===== config.mk =====
export PLATFORM = sky130hd
export DESIGN_NAME = instr_imm_encoder_flat
export DESIGN_NICKNAME = d
export VERILOG_FILES = /design/src/rtl/instr_imm_encoder_pkg.sv /design/src/rtl/instr_imm_encoder_if.sv /design/src/rtl/instr_imm_encoder_imm_range_check.sv /design/src/rtl/instr_imm_encoder.sv /design/src/flat_wrapper.sv
export SDC_FILE = /design/constraint.sdc
export NUM_CORES = 1
export LEC_CHECK = 0
export CAP_MARGIN = 20
export CORE_MARGIN = 8
export CORE_UTILIZATION = 40
export CTS_CLUSTER_DIAMETER = 120
export DETAILED_ROUTE_END_ITERATION = 10
export PLACE_DENSITY = 0.73
export SYNTH_ARGS = -nofsm -noshare
export SYNTH_HDL_FRONTEND = slang
export SYNTH_SLANG_ARGS = --single-unit

===== constraint.sdc =====
create_clock -name clk -period 1.7 [get_ports clk]
set_clock_uncertainty 0.2 [all_clocks]
set_input_delay 0.255 -clock clk [delete_from_list [all_inputs] [get_ports clk]]
set_output_delay 0.255 -clock clk [all_outputs]
set_load 0.02 [all_outputs]

===== src/rtl/instr_imm_encoder_pkg.sv =====
// rtl/instr_imm_encoder_pkg.sv - kind encodings, opcodes and field widths for the LEGv8 immediate encoder
package instr_imm_encoder_pkg;

    localparam int WORD      = 64;
    localparam int INSTR_LEN = 32;

    typedef enum logic [1:0] {
        KIND_LDUR = 2'd0,
        KIND_STUR = 2'd1,
        KIND_CBZ  = 2'd2,
        KIND_B    = 2'd3
    } kind_e;

    localparam logic [10:0] OP_LDUR = 11'b11111000010;
    localparam logic [10:0] OP_STUR = 11'b11111000000;
    localparam logic [7:0]  OP_CBZ  = 8'b10110100;
    localparam logic [5:0]  OP_B    = 6'b000101;

    localparam logic [5:0] DT_ADDR_W = 6'd9;
    localparam logic [5:0] CB_ADDR_W = 6'd19;
    localparam logic [5:0] BR_ADDR_W = 6'd26;

    function automatic logic [5:0] field_width(input kind_e kind);
        case (kind)
            KIND_LDUR, KIND_STUR: field_width = DT_ADDR_W;
            KIND_CBZ:             field_width = CB_ADDR_W;
            default:              field_width = BR_ADDR_W;
        endcase
    endfunction

endpackage


===== src/rtl/instr_imm_encoder_if.sv =====
// rtl/instr_imm_encoder_if.sv - request/response handshake bundle for the immediate encoder
interface instr_imm_encoder_if;
    import instr_imm_encoder_pkg::*;

    logic                 in_valid;
    logic                 in_ready;
    logic [1:0]           in_kind;
    logic [4:0]           in_rt;
    logic [4:0]           in_rn;
    logic [WORD-1:0]      in_imm;
    logic                 out_valid;
    logic                 out_ready;
    logic [INSTR_LEN-1:0] out_instr;
    logic                 out_range_err;

    modport slave (
        input  in_valid, in_kind, in_rt, in_rn, in_imm, out_ready,
        output in_ready, out_valid, out_instr, out_range_err
    );

    modport master (
        output in_valid, in_kind, in_rt, in_rn, in_imm, out_ready,
        input  in_ready, out_valid, out_instr, out_range_err
    );

endinterface


===== src/rtl/instr_imm_encoder_imm_range_check.sv =====
// rtl/instr_imm_encoder_imm_range_check.sv - flags an offset that does not fit a signed field of i_width bits
module instr_imm_encoder_imm_range_check
    import instr_imm_encoder_pkg::*;
(
    input  logic [WORD-1:0] i_imm,
    input  logic [5:0]      i_width,
    output logic            o_err
);

    logic [WORD-1:0] w_ext;
    logic            w_sign;

    // Representable exactly when re-extending the low bits reproduces the full value.
    always_comb begin
        w_sign = i_imm[i_width - 6'd1];
        for (int i = 0; i < WORD; i++) begin
            w_ext[i] = (i < int'(i_width)) ? i_imm[i] : w_sign;
        end
        o_err = (w_ext != i_imm);
    end

endmodule


===== src/rtl/instr_imm_encoder.sv =====
// rtl/instr_imm_encoder.sv - two-stage LDUR/STUR/CBZ/B instruction word encoder with range-error counting
module instr_imm_encoder
    import instr_imm_encoder_pkg::*;
#(
    parameter int ERR_CNT_W = 16
) (
    input  logic                 clk,
    input  logic                 rst_n,
    instr_imm_encoder_if.slave   bus,
    input  logic                 err_clr,
    output logic [ERR_CNT_W-1:0] err_count
);

    logic                 w_adv;
    logic                 w_in_fire;
    logic                 w_range_err;
    logic                 w_deliver_err;
    kind_e                w_in_kind;
    logic [5:0]           w_width;
    logic [INSTR_LEN-1:0] w_packed;

    logic                 r_s1_valid;
    kind_e                r_s1_kind;
    logic [4:0]           r_s1_rt;
    logic [4:0]           r_s1_rn;
    logic [25:0]          r_s1_field;
    logic                 r_s1_err;

    logic                 r_out_valid;
    logic [INSTR_LEN-1:0] r_out_instr;
    logic                 r_out_err;
    logic [ERR_CNT_W-1:0] r_err_count;

    // Single enable for both stages: the pipe only moves when the output slot frees.
    assign w_adv         = !r_out_valid || bus.out_ready;
    assign w_in_fire     = bus.in_valid && w_adv;
    assign w_in_kind     = kind_e'(bus.in_kind);
    assign w_width       = field_width(w_in_kind);
    assign w_deliver_err = r_out_valid && bus.out_ready && r_out_err;

    assign bus.in_ready      = w_adv;
    assign bus.out_valid     = r_out_valid;
    assign bus.out_instr     = r_out_instr;
    assign bus.out_range_err = r_out_err;
    assign err_count         = r_err_count;

    instr_imm_encoder_imm_range_check u_range_check (
        .i_imm   (bus.in_imm),
        .i_width (w_width),
        .o_err   (w_range_err)
    );

    always_ff @(posedge clk or negedge rst_n) begin
        if (!rst_n) begin
            r_s1_valid <= 1'b0;
            r_s1_kind  <= KIND_LDUR;
            r_s1_rt    <= '0;
            r_s1_rn    <= '0;
            r_s1_field <= '0;
            r_s1_err   <= 1'b0;
        end else if (w_adv) begin
            r_s1_valid <= bus.in_valid;
            if (w_in_fire) begin
                r_s1_kind  <= w_in_kind;
                r_s1_rt    <= bus.in_rt;
                r_s1_rn    <= bus.in_rn;
                r_s1_field <= bus.in_imm[25:0];
                r_s1_err   <= w_range_err;
            end
        end
    end

    always_comb begin
        w_packed = '0;
        case (r_s1_kind)
            KIND_LDUR: w_packed = {OP_LDUR, r_s1_field[8:0], 2'b00, r_s1_rn, r_s1_rt};
            KIND_STUR: w_packed = {OP_STUR, r_s1_field[8:0], 2'b00, r_s1_rn, r_s1_rt};
            KIND_CBZ:  w_packed = {OP_CBZ, r_s1_field[18:0], r_s1_rt};
            KIND_B:    w_packed = {OP_B, r_s1_field};
            default:   w_packed = '0;
        endcase
    end

    // Bubbles clear out_valid but leave the last word visible on out_instr.
    always_ff @(posedge clk or negedge rst_n) begin
        if (!rst_n) begin
            r_out_valid <= 1'b0;
            r_out_instr <= '0;
            r_out_err   <= 1'b0;
        end else if (w_adv) begin
            r_out_valid <= r_s1_valid;
            if (r_s1_valid) begin
                r_out_instr <= w_packed;
                r_out_err   <= r_s1_err;
            end
        end
    end

    always_ff @(posedge clk or negedge rst_n) begin
        if (!rst_n) begin
            r_err_count <= '0;
        end else if (err_clr) begin
            r_err_count <= '0;
        end else if (w_deliver_err && (r_err_count != '1)) begin
            r_err_count <= r_err_count + ERR_CNT_W'(1);
        end
    end

endmodule


===== src/flat_wrapper.sv =====
// flat-port wrapper written by rule: the top's interface ports become plain ports
module instr_imm_encoder_flat import instr_imm_encoder_pkg::*;
#(
    parameter int ERR_CNT_W = 16
)
  (clk, rst_n, err_clr, err_count, bus_in_valid, bus_in_kind, bus_in_rt, bus_in_rn, bus_in_imm, bus_out_ready, bus_in_ready, bus_out_valid, bus_out_instr, bus_out_range_err);
  instr_imm_encoder_if bus_i ();
  input  logic clk;
  input  logic rst_n;
  input  logic err_clr;
  output logic [ERR_CNT_W-1:0] err_count;
  input wire logic [$bits(bus_i.in_valid)-1:0] bus_in_valid;
  input wire logic [$bits(bus_i.in_kind)-1:0] bus_in_kind;
  input wire logic [$bits(bus_i.in_rt)-1:0] bus_in_rt;
  input wire logic [$bits(bus_i.in_rn)-1:0] bus_in_rn;
  input wire logic [$bits(bus_i.in_imm)-1:0] bus_in_imm;
  input wire logic [$bits(bus_i.out_ready)-1:0] bus_out_ready;
  output wire logic [$bits(bus_i.in_ready)-1:0] bus_in_ready;
  output wire logic [$bits(bus_i.out_valid)-1:0] bus_out_valid;
  output wire logic [$bits(bus_i.out_instr)-1:0] bus_out_instr;
  output wire logic [$bits(bus_i.out_range_err)-1:0] bus_out_range_err;
  assign bus_i.in_valid = bus_in_valid;
  assign bus_i.in_kind = bus_in_kind;
  assign bus_i.in_rt = bus_in_rt;
  assign bus_i.in_rn = bus_in_rn;
  assign bus_i.in_imm = bus_in_imm;
  assign bus_i.out_ready = bus_out_ready;
  assign bus_in_ready = bus_i.in_ready;
  assign bus_out_valid = bus_i.out_valid;
  assign bus_out_instr = bus_i.out_instr;
  assign bus_out_range_err = bus_i.out_range_err;
  instr_imm_encoder #(.ERR_CNT_W(ERR_CNT_W)) u_core (.clk(clk), .rst_n(rst_n), .bus(bus_i), .err_clr(err_clr), .err_count(err_count));
endmodule

---- Word level (Yosys, flattened, before mapping) ----
Index checks and enable logic that the tools add are counted.
word-level totals
  flip-flop bits (word level) ............. 90
  input bits .............................. 81
  output and inout bits ................... 51
  logic and storage cells ................. 164
operators by class
  add/subtract/negate cells ............... 2
  order comparisons ....................... 64
  eq/ne operators ......................... 7
  multiplexer cells ....................... 69
  reductions and logical operators ........ 12
operator list
  operator                                                     count
  less-than comparator 6 bit (first input constant)            31
  one-hot mux 32 bit (4 select lines)                          1
  less-than comparator 5 x 6 -> 1 bit (first input constant)   16
  2-to-1 mux 1 bit                                             64
  inequality test 64 bit                                       1
  less-than comparator 4 x 6 -> 1 bit (first input constant)   8
  2-to-1 mux 16 bit                                            2
  less-than comparator 3 x 6 -> 1 bit (first input constant)   4
  adder 16 x 1 -> 16 bit (second input constant)               1
  inequality test 16 bit (second input constant)               1
  less-than comparator 1 x 6 -> 1 bit (first input constant)   2
  less-than comparator 2 x 6 -> 1 bit (first input constant)   2
  one-hot mux 5 bit (2 select lines)                           1
  less-than comparator 6 x 7 -> 1 bit (second input constant)  1
  binary-select mux 1 bit (select 6 bit)                       1
  equality test 2 bit (second input constant)                  3
  subtractor 5 x 1 -> 6 bit (second input constant)            1
  equality test 2 x 1 -> 1 bit (second input constant)         2
  logical AND 1 bit                                            4
  zero test 2 bit                                              2
  AND reduction 2 bit                                          2
  nonzero test 2 bit                                           1
  OR reduction 2 bit                                           1
  zero test 1 bit                                              1
  logical OR 1 bit                                             1

---- Depth between registers and ports, before layout ----
Gate-level depths: netlist of run 1.
  depth in word-level cells ............... 8
  mapped depth ............................ 7
  depth with buffers taken out ............ 6

---- Modules after synthesis ----
From an unflattened synthesis of run 1, not the netlist that was laid out.
second synthesis, totals
  cells, all modules ...................... 727
  area total of the unflattened synthesis .. 6530.0 sq um
by module, submodules not included
  module                             times used  cells each  area each (sq um)  seq. area each (sq um)
  instr_imm_encoder                  1           358         3966.3             2202.1
  instr_imm_encoder_imm_range_check  1           369         2563.7             0.0

---- Worst setup path before layout of run 1 ----
No wires, ideal clock.
  path type ............................... reg2reg
  start ................................... register u_core.r_out_valid, in the netlist u_core.bus.out_valid
  end ..................................... register u_core.r_s1_field[12]
  setup time .............................. 128 ps
  arrival ................................. 1743 ps
  data required time ...................... 1372 ps
  slack ................................... -371 ps
  stages on the path, launching flop included .. 7
  buffers on the path ..................... 3
  clock period less this slack ............ 2071 ps
  path through ............................ dfrtp_1 nand2b_1 clkbuf_1 and2_1 buf_2 buf_2 mux2_1
between the ends
  cells in the longest elaborated chain, start to end .. 4
RTL lines
  element                                 RTL line                 text
  from (decl)                             instr_imm_encoder.sv:29  logic r_out_valid;
  from (signal assigned)                  instr_imm_encoder.sv:91  r_out_valid <= r_s1_valid;
  zero test 1 bit *                       instr_imm_encoder.sv:35  assign w_adv = !r_out_valid || bus.out_ready;
  logical OR 1 bit *                      instr_imm_encoder.sv:35
  net bus_in_ready                        flat_wrapper.sv:18       output wire logic [$bits(bus_i.in_ready)-1:0] bus_in_ready;
  logical AND 1 bit                       instr_imm_encoder.sv:36  assign w_in_fire = bus.in_valid && w_adv;
  AND reduction 2 bit (no source line) *  --
  to (signal assigned)                    instr_imm_encoder.sv:67  r_s1_field <= bus.in_imm[25:0];
  to (decl)                               instr_imm_encoder.sv:26  logic [25:0] r_s1_field;
Mark *: on every way through the listed nets, which the timed path passes. The rest lies on a longest branch.
A chain may end at the register's enable or synchronous reset.

---- Worst setup path after layout of run 1 ----
  start ................................... register u_core.r_err_count[1], in the netlist u_core.err_count[1]
  end ..................................... register u_core.r_err_count[9], in the netlist u_core.err_count[9]
between the ends
  cells in the longest elaborated chain, start to end .. 3
  elaborated cells on any way between the ends .. 6
  classes of those cells .................. add/sub (1); eq/ne (1); mux (2); reduce/logical (2)
RTL lines
  element                                                                  RTL line                                            text
  from (decl)                                                              instr_imm_encoder.sv:32                             logic [ERR_CNT_W-1:0] r_err_count;
  from (signal assigned)                                                   instr_imm_encoder.sv:105                            r_err_count <= r_err_count + ERR_CNT_W'(1);
  adder 16 x 1 -> 16 bit / inequality test 16 bit (equally long branches)  instr_imm_encoder.sv:105, instr_imm_encoder.sv:104
  2-to-1 mux 16 bit / logical AND 1 bit (equally long branches)            instr_imm_encoder.sv:104                            end else if (w_deliver_err && (r_err_count != '1)) begin
  2-to-1 mux 16 bit / nonzero test 2 bit (equally long branches)           --
Parallel ways exist; a longest one is shown, timed or not. The select of a mux whose other input is x is not followed.

==> reports/results.ini, run 1 <==
[die]
ios=132
start_util_pct=41.1
core_um2=10300
die_w_um=119
dieArea_um2=14200
die_h_um=119
num_rows=37

[synth]
syn_area_um2=4240
yosys.area.top_type_share_pct=51.9
yosysSeqAreaShare_pct=51.9
yosys.area_share.simple_pct=15.4
ys_types=40
yosysWarnings=0
synth_mux_area_share_pct=16.5
synth-edff-count=0
synthFlopType=dfrtp_1
netlist_instances=398
synth_xor_xnor_area_share_pct=2.89
synthTopCellsByArea=dfrtp_1 (52%), mux2_2 (8.8%), mux2i_1 (5.9%)
synth_compound_area_share_pct=10.1
synth_fp_nets=480
ys_async_sr_fraction_pct=100
synth_area_per_cell_um2=10.7
synthMostInstantiatedCell=dfrtp_1
synth_fa_ha_area_share_pct=0.295
ys_ff_latch=88
yosysTopAreaCell=dfrtp_1
synth_top_family_by_area=multiplexers
synth_top_cells_by_count=dfrtp_1 (88), nand2_1 (49), mux2_2 (33)

[global_route]
grt_pass1_vias=4113
grt_max_degree=39
grt-ovfl-total=0
antenna_found_initial=0
grt_usage_pct=17.8
grt_first_pass_wirelength_um=20400

[place]
port_buffers=131
dpl_cell_area_um2=6350
gp_congestion=0.869
place_ws_ps=-633
dp.final_hpwl_um=9870

[timing]
maxSlewHeadroom_pct=74.3
hold_viol=0
rsz0062_at_grt=yes
fmax_ghz=0.540
fin_crit_sh_pct=109
setup_slack_ps=-152
slew_violations=0
worst_pin_slew_ps=385
setup_viol=15
period_minus_slack_ps=1850

[routing]
drt_iter0_drc=209
drt_wl_total_um=12900
drtPass1Iterations=4
wl_per_cell_um=17.8
dr_total_vias=3873
postRouteAntennaNets=0
via_per_inst=5.33
drc=0

[clock_tree]
h-tree-depth=3
root_buffer=clkbuf_8
cts_tree=done
clkSinkCount=88
clockBufferDepth=2
clkLatencyLatePin_ps=360
cts_made_buffers=9
path_clk_slew_ps=90

[power]
total_power_uw=6300
ir_drop_mv=0.458
leakage_uw=0.00302
power_density_nw_per_um2=942

[final_layout]
design_area_um2=6690
finalNetCount=667
drive_gt1_share_pct=31.4
area_growth_syn_to_layout_pct=57.8

[outcome]
violations=negative setup slack
outcome=complete, but fails checks

[worst_hold_path]
hp-class=input port to flip-flop

[worst_setup_path]
worstPathArrival_ps=1930
crit_fanout=5
start_kind=flip-flop
crit_path_max_incr_delay_ps=490
cp_slowest_cell=or4_1
path_class=flip-flop to flip-flop
required_ps=1780
path_cells=ha_4 -> nand2_4 -> or3_4 -> nor2_1 -> or4_1 -> a21oi_1
end_kind=flip-flop

[flow_run]
drv_cap=0

## placed cells by master, fill, tap and decap left out, types with 7 or more instances in the layout
cell / synthesis / layout
nand2_1: 49 / 46
o21ai_0: 32 / 32
dfrtp_2: 0 / 15
xnor2_1: 9 / 8
nand4_1: 17 / 17
clkdlybuf4s50_1: 0 / 47
clkbuf_8: 0 / 9
nor2_1: 25 / 25
dlygate4sd2_1: 0 / 48
dlymetal6s2s_1: 0 / 13
buf_12: 0 / 8
buf_4: 2 / 56
clkdlybuf4s15_1: 0 / 10
dfrtp_1: 88 / 73
mux2i_1: 25 / 25
o21ai_1: 9 / 8
mux2_2: 33 / 33
clkbuf_2: 0 / 8
nor4_1: 14 / 7
## metal layers
layer / wire length [µm] / global-route usage [%] / share of wire [%] / vias up
li1: - / - / - / 1818
met5: 0 / 0 / 0 / -
met3: 547 / 4.39 / 4.2 / 24
met1: 5260 / 20.3 / 41 / 1923
met4: 314 / 7.04 / 2.4 / 0
met2: 6800 / 31.3 / 53 / 108
## worst max-delay path, delay by kind of cell, from the launching register on
family                     cells  cell delay, ps
and+or+nand+nor                4             810
AOI/OAI and AO/OA              1             130
adders and majority gates      1             180
DFF                            1             450
## where the power goes
part	internal, µW	switching (µW)	leakage, µW
clock network	687	771	0.0000904
registers	2500	290	0.00105
logic	979	1070	0.00188
## flip-flops by register name, indices dropped and copies added (netlist names)
| name | flops |
|---|---|
| u_core.bus.out_range_err | 1 |
| u_core.r_s1_rn | 5 |
| u_core.r_s1_valid | 1 |
| u_core.bus.out_instr | 30 |
| u_core.err_count | 16 |
| u_core.r_s1_field | 26 |
| u_core.r_s1_err | 1 |
| u_core.bus.out_valid | 1 |
| u_core.r_s1_rt | 5 |
| u_core.r_s1_kind | 2 |
## worst paths after layout
| kind | from | end | slack [ps] | cells past startpoint |
|---|---|---|---|---|
| setup / recovery | u_core.err_count[1] | u_core.err_count[9] | -150 | 6 |
| hold / removal | bus_in_imm[18] | u_core.r_s1_field[18] | 70 | 2 |
| setup reg to reg | u_core.err_count[1] | u_core.err_count[9] | -150 | 6 |
| hold reg to reg | u_core.bus.out_instr[24] | u_core.bus.out_instr[24] | 280 | 2 |
| max in group asynchronous | rst_n | u_core.bus.out_instr[4] | 600 | 3 |
| min in group asynchronous | rst_n | u_core.r_s1_rt[1] | 170 | 2 |
## timing repair
action / CTS / global route
resized for setup: 101 / 49
setup endpoints to repair: 66 / 59
pin swaps: 29 / 30
hold buffers: 1 / 0
hold endpoints to repair: 88 / 0
buffers inserted: 2 / 4
cloned: 0 / 1
## final cells by class
cell class                 instances  area (µm²)
tap                              136         170
multi-input combinational        281        2180
sequential                        88        2220
timing repair buffer             201        1900
fill                             834        3630
clock buffer                      10         128
clock inverter                     6        68.8
antenna                            1        2.50
inverter                           4        15.0
## per-stage QoR
stage | hold slack (ps) | setup TNS (ps) | cells | util [%]
after floorplan | -241 | -1650 | 398 | -
after global placement | -4.17 | -18930 | 704 | 61.5
after detailed placement | 0.611 | -20600 | 704 | 61.5
after CTS | 170 | -779 | 723 | 63.6
after global routing | 90.2 | -2550 | 726 | 64.8
final | 66.0 | -946 | 727 | 64.8
## cell families (layout without fill, tap and decap cells)
logic type	count (synthesis)	after routing
AOI/OAI and AO/OA	69	69
muxes	65	65
buffers and inverters	29	221
other	0	1
and+or+nand+nor	132	132
adders and majority gates	1	1
DFF	88	88
xor gates and xnor gates	14	14
Note: power is estimated with default switching activity, not from simulation.
==> run 2: changes to the inputs <==
Settings changed: CAP_MARGIN 20 to unset.
==> results of run 2 <==
The final DEF is identical to that of run 1; final timing and power are the same.
==> run 3: changes to the inputs <==
Settings changed: SLEW_MARGIN set to 10.
==> results of run 3 <==
The final DEF is identical to that of run 1; final timing and power are the same.
